### src/rtl/instruction_fetcher.sv
// In-order front end: fetches one instruction at a time, applies static next-PC
// prediction and issues the decoded result to the RoB plus RS or LSB.
module instruction_fetcher #(
    parameter logic [31:0] RESET_PC = 32'h0
) (
    input  logic        clk_in,
    input  logic        rst_in,
    input  logic        rdy_in,

    output logic        icache_req,
    output logic [31:0] icache_addr,
    input  logic        icache_valid,
    input  logic [31:0] icache_inst,

    output logic [31:0] dec_inst,
    input  logic [6:0]  dec_opcode,
    input  logic [5:0]  dec_rs1,
    input  logic [5:0]  dec_rs2,
    input  logic [5:0]  dec_rd,
    input  logic [31:0] dec_imm,

    input  logic        rob_full,
    input  logic        rs_full,
    input  logic        lsb_full,

    output logic        issue_valid,
    output logic        issue_to_lsb,
    output logic [6:0]  issue_opcode,
    output logic [5:0]  issue_rs1,
    output logic [5:0]  issue_rs2,
    output logic [5:0]  issue_rd,
    output logic [31:0] issue_imm,
    output logic [31:0] issue_pc,
    output logic        issue_pred_taken,

    input  logic        jalr_resolved,
    input  logic [31:0] jalr_target,

    input  logic        flush_in,
    input  logic [31:0] flush_pc
);

    typedef enum logic [2:0] {
        IDLE,
        FETCH,
        ISSUE,
        WAIT_JALR,
        HALT
    } state_e;

    localparam logic [6:0] OP_ILLEGAL = 7'd0;
    localparam logic [6:0] OP_JAL     = 7'd3;
    localparam logic [6:0] OP_JALR    = 7'd4;
    localparam logic [6:0] OP_BR_LO   = 7'd5;
    localparam logic [6:0] OP_BR_HI   = 7'd10;
    localparam logic [6:0] OP_LS_LO   = 7'd11;
    localparam logic [6:0] OP_LS_HI   = 7'd18;

    state_e      state_q, state_d;
    logic [31:0] pc_q, pc_d;
    logic [31:0] inst_q, inst_d;
    logic        issueValid_q, issueValid_d;
    logic        issueToLsb_q, issueToLsb_d;
    logic [6:0]  issueOpcode_q, issueOpcode_d;
    logic [5:0]  issueRs1_q, issueRs1_d;
    logic [5:0]  issueRs2_q, issueRs2_d;
    logic [5:0]  issueRd_q, issueRd_d;
    logic [31:0] issueImm_q, issueImm_d;
    logic [31:0] issuePc_q, issuePc_d;
    logic        issuePred_q, issuePred_d;

    logic        isJal, isJalr, isBranch, toLsb, predTaken, stall;
    logic [31:0] nextPc;

    // Static prediction: jal and backward branches are taken; jalr waits for resolution.
    always_comb begin
        isJal     = (dec_opcode == OP_JAL);
        isJalr    = (dec_opcode == OP_JALR);
        isBranch  = (dec_opcode >= OP_BR_LO) && (dec_opcode <= OP_BR_HI);
        toLsb     = (dec_opcode >= OP_LS_LO) && (dec_opcode <= OP_LS_HI);
        predTaken = isJal | (isBranch & dec_imm[31]);
        stall     = rob_full | (toLsb ? lsb_full : rs_full);
        if (predTaken) begin
            nextPc = pc_q + dec_imm;
        end else if (isJalr) begin
            nextPc = pc_q;
        end else begin
            nextPc = pc_q + 32'd4;
        end
    end

    always_comb begin
        state_d       = state_q;
        pc_d          = pc_q;
        inst_d        = inst_q;
        issueValid_d  = issueValid_q;
        issueToLsb_d  = issueToLsb_q;
        issueOpcode_d = issueOpcode_q;
        issueRs1_d    = issueRs1_q;
        issueRs2_d    = issueRs2_q;
        issueRd_d     = issueRd_q;
        issueImm_d    = issueImm_q;
        issuePc_d     = issuePc_q;
        issuePred_d   = issuePred_q;

        if (rdy_in) begin
            issueValid_d = 1'b0;
            if (flush_in) begin
                pc_d    = flush_pc;
                state_d = IDLE;
            end else begin
                case (state_q)
                    IDLE: state_d = FETCH;
                    FETCH: begin
                        if (icache_valid) begin
                            inst_d  = icache_inst;
                            state_d = ISSUE;
                        end
                    end
                    ISSUE: begin
                        if (dec_opcode == OP_ILLEGAL) begin
                            state_d = HALT;
                        end else if (!stall) begin
                            issueValid_d  = 1'b1;
                            issueToLsb_d  = toLsb;
                            issueOpcode_d = dec_opcode;
                            issueRs1_d    = dec_rs1;
                            issueRs2_d    = dec_rs2;
                            issueRd_d     = dec_rd;
                            issueImm_d    = dec_imm;
                            issuePc_d     = pc_q;
                            issuePred_d   = predTaken;
                            pc_d          = nextPc;
                            state_d       = isJalr ? WAIT_JALR : FETCH;
                        end
                    end
                    WAIT_JALR: begin
                        if (jalr_resolved) begin
                            pc_d    = jalr_target;
                            state_d = FETCH;
                        end
                    end
                    HALT:    state_d = HALT;
                    default: state_d = IDLE;
                endcase
            end
        end
    end

    always_ff @(posedge clk_in or negedge rst_in) begin
        if (!rst_in) begin
            state_q       <= IDLE;
            pc_q          <= RESET_PC;
            inst_q        <= 32'h0;
            issueValid_q  <= 1'b0;
            issueToLsb_q  <= 1'b0;
            issueOpcode_q <= 7'h0;
            issueRs1_q    <= 6'h0;
            issueRs2_q    <= 6'h0;
            issueRd_q     <= 6'h0;
            issueImm_q    <= 32'h0;
            issuePc_q     <= 32'h0;
            issuePred_q   <= 1'b0;
        end else begin
            state_q       <= state_d;
            pc_q          <= pc_d;
            inst_q        <= inst_d;
            issueValid_q  <= issueValid_d;
            issueToLsb_q  <= issueToLsb_d;
            issueOpcode_q <= issueOpcode_d;
            issueRs1_q    <= issueRs1_d;
            issueRs2_q    <= issueRs2_d;
            issueRd_q     <= issueRd_d;
            issueImm_q    <= issueImm_d;
            issuePc_q     <= issuePc_d;
            issuePred_q   <= issuePred_d;
        end
    end

    assign icache_req       = (state_q == FETCH);
    assign icache_addr      = pc_q;
    assign dec_inst         = inst_q;
    assign issue_valid      = issueValid_q;
    assign issue_to_lsb     = issueToLsb_q;
    assign issue_opcode     = issueOpcode_q;
    assign issue_rs1        = issueRs1_q;
    assign issue_rs2        = issueRs2_q;
    assign issue_rd         = issueRd_q;
    assign issue_imm        = issueImm_q;
    assign issue_pc         = issuePc_q;
    assign issue_pred_taken = issuePred_q;

endmodule

### config.mk
export PLATFORM = sky130hd
export DESIGN_NAME = instruction_fetcher
export DESIGN_NICKNAME = d
export VERILOG_FILES = /design/src/rtl/instruction_fetcher.sv
export SDC_FILE = /design/constraint.sdc
export NUM_CORES = 1
export LEC_CHECK = 0
export BUFFER_PORTS_ARGS = -buffer_cell sky130_fd_sc_hd__buf_2
export CORE_MARGIN = 3
export CORE_UTILIZATION = 30
export DETAILED_ROUTE_END_ITERATION = 10
export GPL_ROUTABILITY_DRIVEN = 1
export SKIP_LAST_GASP = 1
export SYNTH_ARGS = -nofsm -noshare
export SYNTH_HDL_FRONTEND = slang
export SYNTH_SLANG_ARGS = --single-unit
export TNS_END_PERCENT = 1
### constraint.sdc
create_clock -name clk_in -period 4.2 [get_ports clk_in]
set_input_delay 0.63 -clock clk_in [delete_from_list [all_inputs] [get_ports clk_in]]
set_output_delay 0.63 -clock clk_in [all_outputs]
set_load 0.005 [all_outputs]
==> flow_metrics.py, run 1 <==
metrics = {
    "critical_path": {
        "arrival_ps": 3630,
        "r2r_slack_ps": 900,
        "reg2reg_depth": 13,
        "crit_path_end_kind": "register",
        "worstSetupStartpointType": "register",
        "path_max_fanout": 4,
        "r2r_start": "icache_addr[0]",
        "timing.rr.end": "icache_addr[30]",
        "crit_required_ps": 4530,
        "crit_type": "register to register",
    },
    "final_layout": {
        "areaGrowthSynthToFinish_pct": 27.4,
        "fin_util": 0.394,
        "drive_above_1_share": 0.406,
        "layout.nets": 1426,
        "fin_cells": 1638,
    },
    "route": {
        "wl_per_cell_um": 19.6,
        "dr.pass1.iters": 7,
        "ant_nets": 0,
        "drtIter0Drc": 419,
        "routed_wl_mm": 32.1,
        "drc": 0,
        "vias_per_cell": 5.18,
        "vias": 8490,
    },
    "synthesis": {
        "ys_top_cells_by_count": "dfrtp_1 (159), mux2_2 (128), nand2_1 (85)",
        "synth_area_leaders": "dfrtp_1 (43%), mux2_2 (15%), ha_1 (4.3%)",
        "yosysMostFrequentCell": "dfrtp_1",
        "synthesis.nets": 1134,
        "synth_top_cell_by_area": "dfrtp_1",
        "yosysSeqAreaShare": 0.427,
        "synth_edf_count": 0,
        "postSynthCellCount": 939,
        "synth_top_area_share": 0.427,
        "synth_area_per_cell_um2": 9.93,
        "postSynth.asyncResetShare": 1.00,
        "synthesis.area_um2": 9320,
        "ys_seq_elements": 159,
        "synth_flop_cell": "dfrtp_1",
        "yosys_warnings": 0,
        "ys_types": 70,
    },
    "sta": {
        "slew_headroom": 0.289,
        "hold_violations": 0,
        "hold_slack_ps": 173,
        "setup_tns_ps": 0,
        "finalMaxSlewViolations": 0,
        "tightest_slew_ps": 1070,
        "fin_crit_ps": 3300,
        "setup_violations": 0,
        "finalWorstSetupSlack_ps": 900,
        "skew_ps": 14.4,
        "fmax_mhz": 303,
        "rsz0062_at_grt": "false",
        "min_period_over_period": 0.786,
    },
    "hold_path": {
        "min_path_type": "input pin to asynchronous set/reset pin",
    },
    "clock_network": {
        "root_buffer": "clkbuf_16",
        "cts_tree": "done",
        "clkLatencyLatePin_ps": 450,
        "htreeDepth": 4,
        "cts_made_buffers": 17,
        "post_cts_buffers": 0,
        "cts_buffer_depth": 2,
        "cts_sinks": 159,
        "clk_pin_slew_worst_paths_ps": 80,
        "ctsHoldBuffers": 0,
        "post_cts_resized": 0,
    },
    "run_status": {
        "status": "completed",
    },
    "placed_design": {
        "io_buffers": 318,
        "placedCellCount": 1602,
        "dp_hpwl_mm": 24.3,
        "globalplace.congestion": 0.903,
        "dpl_worst_slack_ps": 641,
    },
    "die": {
        "core_region_area_um2": 30100,
        "start_util": 0.310,
        "pin_count": 319,
        "dieArea_um2": 33200,
        "die_h_um": 182,
        "rows": 63,
        "die_x_um": 182,
    },
    "global_routing": {
        "grt_max_degree": 94,
        "grt_antenna_before_repair": 11,
        "grt_overflow": 0,
        "grt_pass1_vias": 8635,
        "grt_pass1_wl_mm": 50.3,
        "grtUsageTotal": 0.194,
    },
    "power": {
        "p_seq_frac": 0.377,
        "pwr-share-clk": 0.254,
        "p_int_mw": 3.86,
        "swShare": 0.369,
        "comb_power_share": 0.369,
        "power_leakage_nw": 5.88,
        "ir_worst_vdd_mv": 0.330,
        "p_switching_mw": 2.26,
        "power_density_nw_per_um2": 515,
    },
    "job": {
        "maxCapViolCount": 0,
    },
}
==> layout make-up <==
class / count / area, um^2
Inverter: 21 / 78.8
Clock inverter: 13 / 129
Clock buffer: 19 / 443
Antenna cell: 4 / 10.0
Sequential cell: 159 / 3980
Timing Repair Buffer: 330 / 1710
Multi-Input combinational cell: 702 / 5030
Fill cell: 3063 / 18200
Tap cell: 390 / 488
==> sequential cells by signal (all words and copies together), names as in the netlist <==
signal            count
icache_addr          32
state_q               3
issue_valid           1
issue_to_lsb          1
issue_pred_taken      1
dec_inst             32
issue_pc             32
issue_rd              6
issue_rs2             6
issue_rs1             6
issue_imm            32
issue_opcode          7
==> kinds of logic after synthesis <==
group	count (synthesis)	share of synthesized area
compound gates	226	0.153
xor+xnor	47	0.0442
fa+ha+maj	33	0.0451
buf+inv	78	0.0337
flops	159	0.427
mux	133	0.160
simple gates	263	0.138
==> worst max-delay path, stage by stage, from the launching register on <==
cell       delay (ps)
dfrtp_1           420
ha_1              190
inv_1              50
fa_1              410
nor2b_1           170
o2111ai_1         220
a21oi_1           320
o311ai_0          190
buf_4             190
nor4b_1           500
o41ai_1           160
xnor2_1           140
nor2_1            140
o21ai_0            90
==> power groups by stage <==
stage	Sequential (mW)	Combinational (mW)	Clock, mW
floorplan	2.25	1.39	0
global placement	2.32	2.23	0
detailed placement	2.33	2.25	0
CTS	2.31	2.26	1.61
global route	2.37	2.52	1.66
finish	2.31	2.25	1.56
==> worst max-delay path by stage <==
stage	endpoint	from	cells after the start
after detailed placement	icache_addr[30]	dec_imm[0]	14
after CTS	icache_addr[31]	icache_addr[8]	10
after global routing	icache_addr[28]	icache_addr[0]	12
after global placement	icache_addr[30]	dec_imm[0]	14
after floorplan	icache_addr[31]	dec_imm[8]	10
final	icache_addr[30]	icache_addr[0]	13
==> cells in the final DEF (no fill, tap or decap), types with 7 or more instances in the layout <==
cell type	instances
xnor2_1	30
buf_2	317
and3_1	13
xor2_1	17
nand3_1	31
a21o_1	7
dfrtp_1	159
buf_4	10
nand2b_1	8
clkbuf_16	17
nand4_1	15
nor2_1	56
o211ai_1	13
o21bai_1	10
inv_1	21
mux2_2	128
nand2_1	85
ha_1	32
nor3_1	11
a21oi_1	72
o21ai_0	60
==> metrics by stage <==
step	power, mW	cell area (um^2)
global route	6.55	11900
CTS	6.18	11900
global placement	4.54	11300
detailed placement	4.59	11300
floorplan	3.64	9320
finish	6.11	11900
==> routing by layer <==
layer | up-vias | part of all wire | global-route usage
met1 | 4131 | 0.43 | 0.244
met3 | 46 | 0.075 | 0.0580
met4 | 14 | 0.019 | 0.0634
met2 | 295 | 0.47 | 0.321
met5 | - | 0.0029 | 0
li1 | 4004 | - | -
No activity file was read; power rests on OpenSTA's default activity.
==> inputs of run 2 (changes only) <==
==> constraint.sdc (replaced) <==
create_clock -name clk_in -period 2.9 [get_ports clk_in]
set_input_delay 0.435 -clock clk_in [delete_from_list [all_inputs] [get_ports clk_in]]
set_output_delay 0.435 -clock clk_in [all_outputs]
set_load 0.005 [all_outputs]
==> flow_metrics.py, run 2 (synthesis results as in run 1) <==
metrics = {
    "die": {
        "rows": 63,
        "core_region_area_um2": 30100,
        "die_h_um": 182,
        "start_util": 0.310,
        "dieArea_um2": 33200,
        "die_x_um": 182,
        "pin_count": 319,
    },
    "global_routing": {
        "grt_pass1_vias": 9056,
        "grt_pass1_wl_mm": 51.7,
        "grtUsageTotal": 0.199,
        "grt_overflow": 0,
        "grt_antenna_before_repair": 8,
        "grt_max_degree": 61,
    },
    "clock_network": {
        "post_cts_buffers": 0,
        "clkLatencyLatePin_ps": 440,
        "htreeDepth": 4,
        "cts_buffer_depth": 2,
        "cts_tree": "done",
        "cts_sinks": 159,
        "clk_pin_slew_worst_paths_ps": 70,
        "cts_made_buffers": 17,
        "root_buffer": "clkbuf_16",
    },
    "final_layout": {
        "final_common_cell": "buf_2",
        "areaGrowthSynthToFinish_pct": 36.7,
        "layout.nets": 1509,
        "layout_common_cells": "buf_2 (317), dfrtp_1 (155), mux2_2 (128)",
        "drive_above_1_share": 0.461,
    },
    "sta": {
        "rsz0062_at_grt": "true",
        "fin_crit_ps": 2830,
        "hold_violations": 0,
        "skew_ps": 11.8,
        "finalMaxSlewViolations": 0,
        "setup_tns_ps": 0,
        "min_period_over_period": 0.976,
        "fmax_mhz": 353,
        "tightest_slew_ps": 617,
        "setup_violations": 0,
        "slew_headroom": 0.589,
    },
    "power": {
        "ir_worst_vdd_mv": 0.479,
        "power_density_nw_per_um2": 753,
        "power_leakage_nw": 6.35,
        "p_total_mw": 9.60,
    },
    "critical_path": {
        "arrival_ps": 3140,
        "crit_type": "register to register",
        "path_max_fanout": 4,
        "worstSetupStartpointType": "register",
        "crit_path_end_kind": "register",
        "crit_required_ps": 3210,
    },
    "route": {
        "routed_wl_mm": 33.6,
        "drc": 0,
        "vias_per_cell": 5.13,
        "dr.pass1.iters": 6,
        "vias": 8811,
        "ant_nets": 0,
        "drtIter0Drc": 545,
        "wl_per_cell_um": 19.5,
    },
    "hold_path": {
        "min_path_type": "input pin to register",
    },
    "run_status": {
        "status": "completed",
    },
    "placed_design": {
        "globalplace.congestion": 0.897,
        "dp_hpwl_mm": 25.7,
        "io_buffers": 318,
    },
    "job": {
        "maxCapViolCount": 0,
    },
}
==> run 2: path summary, 6_finish.rpt <==
kind / slack [ps] / depth (start not counted) / endpoint / start
max reg2reg: 70 / 11 / icache_addr[27] / icache_addr[7]
min reg2reg: 490 / 1 / issue_valid / issue_valid
max: 70 / 11 / icache_addr[27] / icache_addr[7]
min in group asynchronous: 560 / 2 / issue_imm[12] / rst_in
max in group asynchronous: 1540 / 3 / dec_inst[21] / rst_in
min: 220 / 2 / dec_inst[6] / icache_inst[6]
==> run 2: final cells by class <==
| type | instances | area (um^2) |
|---|---|---|
| multi-input cells | 702 | 5190 |
| clock inverters | 14 | 175 |
| fillers | 3018 | 17400 |
| diodes | 2 | 5.00 |
| clock buffers | 18 | 429 |
| inverters | 21 | 78.8 |
| flip-flops and latches | 159 | 3980 |
| repair buffers | 413 | 2400 |
| well taps | 390 | 488 |
==> run 2: power breakdown <==
part | leakage, nW | internal [mW] | switching, mW
logic | 3.99 | 2.03 | 2.09
registers | 2.06 | 2.78 | 0.351
clock network | 0.294 | 1.30 | 1.06
total | 6.35 | 6.11 | 3.49
==> run 2: routing by layer <==
metal / wire [um] / GRT usage / up-vias
met1: 14200 / 0.251 / 4271
met4: 697 / 0.0612 / 10
met3: 2730 / 0.0640 / 47
li1: - / - / 4156
met2: 15900 / 0.328 / 327
met5: 55 / 0 / -
==> run 2: metrics by stage <==
stage | setup WS [ps] | util | std cells | hold WS, ps | area, um^2
finish | 68.3 | 0.423 | 1719 | 223 | 12700
global route | -29.7 | 0.423 | 1719 | 195 | 12700
detailed placement | -351 | 0.398 | 1684 | 466 | 12000
global placement | -337 | 0.398 | 1684 | 463 | 12000
floorplan | 56.7 | - | 939 | 139 | 9320
CTS | 4.81 | 0.419 | 1717 | 194 | 12600
==> run 2: critical path, cell delays in order (launching register included) <==
cell and delay (ps):
dfrtp_1 390, ha_1 350, and3_4 210, a221o_1 380, a22o_1 190, a21o_1 210
o41ai_2 340, buf_4 190, nand2_1 60, o2111ai_2 90, a2bb2oi_2 180, o221ai_2 110
==> run 2: timing repair <==
action / in CTS / in global routing
endpoints found under the hold margin: 14 / 0
hold buffers: 1 / 0
pin swaps: 0 / 12
setup endpoints to repair: 5 / 14
resized for setup: 4 / 28
==> inputs of run 3 (changes only) <==
--- a/config.mk
+++ b/config.mk
@@ -10,6 +10,7 @@
 export CORE_UTILIZATION = 30
 export DETAILED_ROUTE_END_ITERATION = 10
 export GPL_ROUTABILITY_DRIVEN = 1
+export PLACE_DENSITY = 0.61
 export SKIP_LAST_GASP = 1
 export SYNTH_ARGS = -nofsm -noshare
 export SYNTH_HDL_FRONTEND = slang
==> flow_metrics.py, run 3 (synthesis results as in run 1) <==
metrics = {
    "clock_network": {
        "cts_made_buffers": 17,
        "root_buffer": "clkbuf_16",
        "cts_buffer_depth": 2,
        "cts_sinks": 159,
        "htreeDepth": 4,
        "clk_pin_slew_worst_paths_ps": 70,
        "clkLatencyLatePin_ps": 440,
        "cts_tree": "done",
    },
    "sta": {
        "finalWorstSetupSlack_ps": 29.7,
        "rsz0062_at_grt": "true",
        "hold_slack_ps": 17.3,
        "hold_violations": 0,
        "fmax_mhz": 348,
        "skew_ps": 11.9,
        "fin_crit_ps": 2870,
        "tightest_slew_ps": 721,
        "setup_tns_ps": 0,
        "min_period_over_period": 0.990,
        "setup_violations": 0,
        "finalMaxSlewViolations": 0,
        "slew_headroom": 0.519,
    },
    "critical_path": {
        "worstSetupStartpointType": "register",
        "crit_path_end_kind": "register",
        "crit_type": "register to register",
        "arrival_ps": 3220,
        "crit_chain": "ha_2 -> inv_2 -> fa_2 -> nor2b_4 -> o2111ai_4 -> a21oi_2 -> o311ai_2 -> buf_4 -> a21oi_1 -> buf_4 -> o211ai_1 -> nand3_1 -> o2111ai_2 -> a221oi_2",
        "reg2reg_depth": 14,
        "crit_required_ps": 3250,
        "cp_slowest_cell": "fa_2",
        "path_max_fanout": 3,
        "slowest_delay_ps": 390,
        "path_common_cell": "buf_4",
    },
    "die": {
        "pin_count": 319,
        "die_x_um": 182,
        "core_region_area_um2": 30100,
        "start_util": 0.310,
        "die_h_um": 182,
        "dieArea_um2": 33200,
        "rows": 63,
    },
    "run_status": {
        "status": "completed",
    },
    "global_routing": {
        "grt_pass1_wl_mm": 51.2,
        "grt_pass1_vias": 9035,
        "grt_antenna_before_repair": 7,
        "grt_overflow": 0,
        "grt_max_degree": 66,
        "grtUsageTotal": 0.198,
    },
    "power": {
        "p_int_mw": 6.31,
        "pwr-share-clk": 0.260,
        "power_leakage_nw": 6.39,
        "p_switching_mw": 3.40,
        "ir_worst_vdd_mv": 0.453,
        "comb_power_share": 0.419,
        "p_seq_frac": 0.321,
        "power_density_nw_per_um2": 760,
        "swShare": 0.350,
    },
    "placed_design": {
        "placedCellCount": 1690,
        "globalplace.congestion": 0.924,
        "dp_hpwl_mm": 25.2,
        "dpl_worst_slack_ps": -468,
        "io_buffers": 318,
    },
    "job": {
        "maxCapViolCount": 0,
    },
    "route": {
        "wl_per_cell_um": 19.3,
        "drc": 0,
        "drtIter0Drc": 505,
        "vias": 8772,
        "vias_per_cell": 5.09,
        "dr.pass1.iters": 5,
        "routed_wl_mm": 33.3,
        "ant_nets": 0,
    },
    "hold_path": {
        "min_path_type": "input pin to asynchronous set/reset pin",
    },
    "final_layout": {
        "fill_cells": 3035,
        "areaGrowthSynthToFinish_pct": 37.1,
        "layout.nets": 1515,
        "layout_common_cells": "buf_2 (317), dfrtp_1 (158), mux2_2 (128)",
        "fin_cells": 1724,
        "final_common_cell": "buf_2",
        "drive_above_1_share": 0.459,
    },
}
==> run 3: through the flow <==
stage	total power [mW]	instance area [um^2]	utilization
floorplan	5.28	9320	-
global placement	7.08	12000	0.399
detailed placement	7.11	12000	0.399
CTS	9.74	12700	0.421
global route	10.4	12800	0.424
finish	9.71	12800	0.424
==> run 3: area by class of cell <==
cell class	instances	area [um^2]	area share
antenna	1	2.50	0.000196
clock inverter	11	180	0.0141
sequential	159	3980	0.311
tap	390	488	0.0382
clock buffer	21	470	0.0368
timing repair buffer	419	2430	0.190
multi-input combinational	702	5150	0.403
inverter	21	78.8	0.00617
==> run 3: path summary, 6_finish.rpt <==
check,startpoint,endpoint,slack [ps]
setup / recovery,icache_addr[0],icache_addr[28],30
hold / removal,rst_in,issue_imm[12],20
setup reg to reg,icache_addr[0],icache_addr[28],30
max in group asynchronous,rst_in,issue_pc[0],2070
hold reg to reg,issue_valid,issue_valid,500
min in group clk_in,dec_rs2[4],issue_rs2[4],220
==> run 3: critical path, delay by kind of cell, from the launching register on <==
family          cells  cell delay (ps)
simple gates        2              300
buf+inv             3              340
fa+ha+maj           2              590
compound gates      7             1170
flops               1              370
==> run 3: metal layers <==
metal,share of wire,vias up,GRT usage,wire (um)
met1,0.44,4218,0.259,14700
li1,-,4176,-,-
met3,0.070,42,0.0496,2330
met2,0.47,328,0.322,15600
met4,0.019,8,0.0619,642
met5,0.0015,-,0,49
==> run 3: repair_timing <==
item                                    4_1_cts  5_1_grt
pin swaps                                     5       14
gates resized for setup                       8       18
gates cloned                                  0        0
hold buffers                                  0        0
endpoints found under the setup margin        8       12
setup buffers                                 0        1
==> run 3: power by group through the flow <==
| stage | logic (mW) | clock network [mW] | registers, mW |
|---|---|---|---|
| finish | 4.07 | 2.53 | 3.11 |
| global route | 4.50 | 2.70 | 3.19 |
| CTS | 4.01 | 2.61 | 3.12 |
| detailed placement | 3.97 | 0 | 3.14 |
| global placement | 3.95 | 0 | 3.13 |
| floorplan | 2.01 | 0 | 3.26 |
